File: src/rtl/counter_priority_scheduler.sv
// Counter-increment scheduler: per-cell pending/direction flags, lowest-index
// grant at T12, single-service IDLE/SERVE handshake with ACK watchdog.
module counter_priority_scheduler (
  input  logic       CLOCK,
  input  logic       SIM_RST,
  input  logic       T12,
  input  logic       INHINC,
  input  logic [7:0] PREQ,
  input  logic [7:0] MREQ,
  input  logic       ACK,
  output logic       INKL,
  output logic       PINC,
  output logic       MINC,
  output logic [2:0] CADR,
  output logic [7:0] PEND,
  output logic       OVRN,
  output logic       TMOUT
);
  localparam int NUM_CELLS = 8;
  localparam logic [3:0] WDOG_LIMIT = 4'd15;

  typedef enum logic {IDLE, SERVE} state_t;

  state_t                 state_q, state_d;
  logic [NUM_CELLS-1:0]   pend_q, pend_d;
  logic [NUM_CELLS-1:0]   dir_q, dir_d;
  logic [2:0]             cadr_q, cadr_d;
  logic                   pinc_q, pinc_d;
  logic                   minc_q, minc_d;
  logic                   ovrn_q, ovrn_d;
  logic                   tmout_q, tmout_d;
  logic [3:0]             wdog_q, wdog_d;

  logic [2:0] grant_idx;
  logic       grant_found;
  logic       grant;
  logic [3:0] wdog_inc;
  logic       done_ack, done_to, done;

  // Lowest set index of the pre-request pending vector wins.
  always_comb begin
    grant_idx   = 3'd0;
    grant_found = 1'b0;
    for (int i = 0; i < NUM_CELLS; i++) begin
      if (!grant_found && pend_q[i]) begin
        grant_idx   = 3'(i);
        grant_found = 1'b1;
      end
    end
  end

  assign grant    = (state_q == IDLE) && T12 && !INHINC && (|pend_q);
  assign wdog_inc = wdog_q + 4'd1;
  assign done_ack = (state_q == SERVE) && ACK;
  assign done_to  = (state_q == SERVE) && !ACK && (wdog_inc == WDOG_LIMIT);
  assign done     = done_ack || done_to;

  // Service sequencing.
  always_comb begin
    state_d = state_q;
    cadr_d  = cadr_q;
    pinc_d  = pinc_q;
    minc_d  = minc_q;
    wdog_d  = wdog_q;
    tmout_d = tmout_q;
    case (state_q)
      IDLE: begin
        wdog_d = 4'd0;
        if (grant) begin
          state_d = SERVE;
          cadr_d  = grant_idx;
          pinc_d  = ~dir_q[grant_idx];
          minc_d  = dir_q[grant_idx];
        end
      end
      SERVE: begin
        wdog_d = wdog_inc;
        if (done) begin
          state_d = IDLE;
          pinc_d  = 1'b0;
          minc_d  = 1'b0;
          wdog_d  = 4'd0;
          if (done_to) tmout_d = 1'b1;
        end
      end
      default: state_d = IDLE;
    endcase
  end

  // Per-cell request merge. The completing service clears first so a request
  // landing on the same edge re-arms the cell. A cell held in service (or being
  // granted this edge) has no room to queue a second request, so it is dropped.
  always_comb begin
    pend_d = pend_q;
    dir_d  = dir_q;
    ovrn_d = 1'b0;
    for (int i = 0; i < NUM_CELLS; i++) begin
      logic base_pend;
      logic svc_hold;
      logic req;
      logic rdir;
      base_pend = pend_q[i] && !(done && (cadr_q == 3'(i)));
      svc_hold  = ((state_q == SERVE) && !done && (cadr_q == 3'(i))) ||
                  (grant && (grant_idx == 3'(i)));
      req       = PREQ[i] ^ MREQ[i];
      rdir      = MREQ[i];
      pend_d[i] = base_pend;
      if (req) begin
        if (svc_hold) begin
          ovrn_d = 1'b1;
        end else if (!base_pend) begin
          pend_d[i] = 1'b1;
          dir_d[i]  = rdir;
        end else if (dir_q[i] != rdir) begin
          pend_d[i] = 1'b0;
        end else begin
          ovrn_d = 1'b1;
        end
      end
    end
  end

  always_ff @(posedge CLOCK or posedge SIM_RST) begin
    if (SIM_RST) begin
      state_q <= IDLE;
      pend_q  <= '0;
      dir_q   <= '0;
      cadr_q  <= 3'd0;
      pinc_q  <= 1'b0;
      minc_q  <= 1'b0;
      ovrn_q  <= 1'b0;
      tmout_q <= 1'b0;
      wdog_q  <= 4'd0;
    end else begin
      state_q <= state_d;
      pend_q  <= pend_d;
      dir_q   <= dir_d;
      cadr_q  <= cadr_d;
      pinc_q  <= pinc_d;
      minc_q  <= minc_d;
      ovrn_q  <= ovrn_d;
      tmout_q <= tmout_d;
      wdog_q  <= wdog_d;
    end
  end

  assign INKL  = (state_q == SERVE);
  assign PINC  = pinc_q;
  assign MINC  = minc_q;
  assign CADR  = cadr_q;
  assign PEND  = pend_q;
  assign OVRN  = ovrn_q;
  assign TMOUT = tmout_q;

endmodule

File: config.mk
export PLATFORM = sky130hd
export DESIGN_NAME = counter_priority_scheduler
export DESIGN_NICKNAME = d
export VERILOG_FILES = /design/src/rtl/counter_priority_scheduler.sv
export SDC_FILE = /design/constraint.sdc
export NUM_CORES = 1
export LEC_CHECK = 0
export ABC_AREA = 1
export CORE_ASPECT_RATIO = 0.7
export CORE_MARGIN = 2
export CORE_UTILIZATION = 30
export DETAILED_ROUTE_END_ITERATION = 7
export PLACE_DENSITY = 0.59
export SYNTH_ARGS = -nofsm -noshare
export SYNTH_HDL_FRONTEND = slang
export SYNTH_SLANG_ARGS = --single-unit
export TNS_END_PERCENT = 20
File: constraint.sdc
create_clock -name CLOCK -period 4.65 [get_ports CLOCK]
set_input_delay 0.93 -clock CLOCK [delete_from_list [all_inputs] [get_ports CLOCK]]
set_output_delay 0.93 -clock CLOCK [all_outputs]
set_load 0.03 [all_outputs]
==> impl_metrics.tcl <==
set metrics [dict create \
    grtUsageTotal_pct 14.26 \
    n_antenna_cell 0 \
    fin_setup_tns_ns 0 \
    multi_input_area_um2 1217 \
    synth_area_leader_cell "dfrtp_1" \
    synth_simple_gate_area_share_pct 43.75 \
    r2r_slack_ns 2.68 \
    r2r-start "INKL$_DFF_PP0_" \
    worst_setup_path_start_kind "flop" \
    drive_gt1_share_pct 14.67 \
    synth_top_family_by_area "simple AND/OR/NAND/NOR gates" \
    seq_power_share_pct 31.0 \
    netlist_top_cells_count "nand2_1 (83), inv_1 (41), dfrtp_1 (28), nand3_1 (23)" \
    io_buffers 36 \
    outcome "finished, final reports clean" \
    max_cap_violations 0 \
    synth_nets 319 \
    slew-limit-headroom_pct 25.11 \
    max_stage_delay_ns 0.75 \
    design.core.area_um2 6788 \
    synth-compound-area-share_pct 5.837 \
    pwr-share-clk_pct 12.5 \
    p_sw_share_pct 49.34 \
    cp_max_fo 9 \
    h-tree-depth 1 \
    hold_buffers 0 \
    avgSynthCellArea_um2 7.169 \
    cts_resized 0 \
    path_class "reg -> out" \
    hold_violations 0 \
    n_fill_cell 725 \
    hold_path_class "reg -> reg" \
    use_met2_pct 21.42 \
    ys.flop_type "dfrtp_1" \
    drv_slew 0 \
    pwr-share-comb_pct 56.5 \
    final_core_util_pct 39.02 \
    antenna_found_initial 0 \
    netlist_area_um2 2122 \
    rr_endpoint "dir_q[2]$_DFFE_PP0P_" \
    path_cells "clkdlybuf4s50_1" \
    worstSetupEndpointType "primary output" \
    synth_most_common_cell "nand2_1" \
    first_global_vias 1829 \
    grt_busiest_layer "met2" \
    regArea_um2 700.7 \
    crit_start "INKL$_DFF_PP0_" \
    fin_crit_sh_pct 54.43 \
    drtAntennaViolNets 0 \
    fmax_mhz 395.1 \
    gr-usage-met3_pct 3.769 \
    worstSkewPairLatency_ns 0.28 \
    gp_congestion 0.8724 \
    crit_slowest_cell "clkdlybuf4s50_1" \
    use_met1_pct 20.99 \
    ctsRootBufferMaster "clkbuf_8" \
    path_buf_inv 1 \
    syn_to_final_growth_pct 24.82 \
    syn_inst 296 \
    die_area_um2 7773 \
    rsz0062_at_grt "false" \
    p_sw_w 0.0007809 \
    clock_sinks 28 \
    tritoncts.num_buffers 3 \
    skew_ns 0.003042 \
    boundaryPins 37 \
    ir_drop_uv 237.0 \
    final_nets 358 \
    synthAdderAreaFrac_pct 1.179 \
    grt-ovfl-total 0 \
    clock_path_buffers 2 \
    initial_utilization_pct 31.26 \
    row_count 25 \
    synthMuxAreaShare_pct 0 \
    critPathTopFamily "buffers and inverters" \
    synth_top_area_share_pct 33.02 \
    dp_hpwl_um 4128 \
    wl_per_cell_um 11.92 \
    power_density_nw_per_um2 597.5 \
    fin_crit_ns 2.531 \
    synth_edf_count 0 \
    drt-total-wl_um 5102 \
    clkTransAtPathRegs_ns 0.10 \
    cp.required_ns 3.72 \
    worstMarginPinSlew_ns 1.122 \
    tritoncts "built" \
    postCtsSetupBuffers 0 \
    vias_per_cell 4.514 \
    ys_top_cells_by_area "dfrtp_1 (33%), nand2_1 (15%), inv_1 (7.3%)" \
    crit_arrival_ns 1.60 \
    yosysWarnings 0 \
    dr_total_vias 1932 \
    synth_cell_type_count 29 \
    whs_endpoint "TMOUT$_DFFE_PP0P_" \
    finalSetupViolations 0 \
    async_reset_ff_share_pct 100.0 \
    synth_xor_area_share_pct 6.604 \
    hp-start "TMOUT$_DFFE_PP0P_" \
    drt_iter0_markers 110 \
    p_leak_nw 1.278 \
    drc 0 \
    reg2reg_depth 12 \
    firstDrtPassIters 4 \
    die_y_um 74.37 \
    grt_pass1_wl_um 8790 \
    holdPathStages 2 \
    seq_area_frac_synth_pct 33.02 \
    ys_seq_elements 28 \
    die_x_um 104.5 \
    p_int_w 0.0008018 \
    hold_slack_ns 0.4762 \
    grt_max_degree 29 \
    power.total_w 0.001583 \
]
==> layout by cell type, fill, tap and decap left out, drive strengths merged, types with 2 or more instances in the layout <==
cell type      netlist  routed
nor2                30      30
xnor2               15      15
clkdlybuf4s50        0      36
a21oi                6       6
dfrtp               28      28
ha                   2       2
nand2               97      97
nor3                13      13
or2                  2       2
nand3b               2       2
nand3               28      28
inv                 46      46
nand4                8       8
o21ai               12      12
clkbuf               0       3
==> cell type report <==
| cell class | count | area share [%] |
|---|---|---|
| repair buffers | 36 | 13.60 |
| well taps | 94 | 4.440 |
| inverters | 47 | 6.849 |
| multi-input cells | 219 | 45.96 |
| clock inverters | 1 | 1.134 |
| flip-flops and latches | 28 | 26.45 |
| clock buffers | 3 | 1.559 |
==> kinds of logic (layout without fill, tap and decap cells) <==
group / count (synthesis) / after routing
AO/OA/AOI/OAI: 21 / 21
adder cells (fa/ha/maj): 2 / 2
flip-flops: 28 / 28
AND/OR/NAND/NOR: 180 / 180
XOR/XNOR: 16 / 16
buffers and inverters: 49 / 87
==> worst max-delay path by stage <==
| stage | depth (start not counted) | slack [ns] | end |
|---|---|---|---|
| 6_report | 1 | 2.12 | INKL |
| 2_1_floorplan | 12 | 2.60 | dir_q[5]$_DFFE_PP0P_ |
| 4_1_cts | 1 | 2.11 | INKL |
| 3_3_place_gp | 12 | 1.86 | dir_q[2]$_DFFE_PP0P_ |
| 3_5_place_dp | 13 | 1.84 | OVRN$_DFF_PP0_ |
| 5_1_grt | 12 | 1.96 | dir_q[2]$_DFFE_PP0P_ |
==> per-layer routing <==
metal / up-vias / part of all wire, %
met2: 43 / 40
met5: - / 0
met1: 878 / 52
li1: 1009 / -
met3: 2 / 7.0
met4: 0 / 0.41
==> stage by stage <==
| step | cell area, um^2 | setup WS (ns) | std cells |
|---|---|---|---|
| finish | 2649 | 2.119 | 428 |
| global route | 2649 | 1.964 | 428 |
| detailed placement | 2577 | 1.843 | 424 |
| CTS | 2649 | 2.105 | 428 |
| floorplan | 2122 | 2.597 | 296 |
| global placement | 2577 | 1.861 | 424 |
==> flip-flops by register name, indices dropped and copies added (netlist names) <==
| signal | cells |
|---|---|
| CADR | 3 |
| dir_q | 8 |
| PEND | 8 |
| TMOUT | 1 |
| PINC | 1 |
| OVRN | 1 |
| wdog_q | 4 |
| MINC | 1 |
| INKL | 1 |
==> power by group through the flow <==
| stage | Combinational, W | Sequential, W | Clock [W] |
|---|---|---|---|
| final | 0.000895 | 0.000490 | 0.000198 |
| after CTS | 0.000898 | 0.000490 | 0.000207 |
| after global routing | 0.000995 | 0.000511 | 0.000213 |
| after global placement | 0.000885 | 0.000493 | 0 |
| after detailed placement | 0.000892 | 0.000494 | 0 |
| after floorplan | 0.000538 | 0.000573 | 0 |
Note: power is estimated with default switching activity, not from simulation.
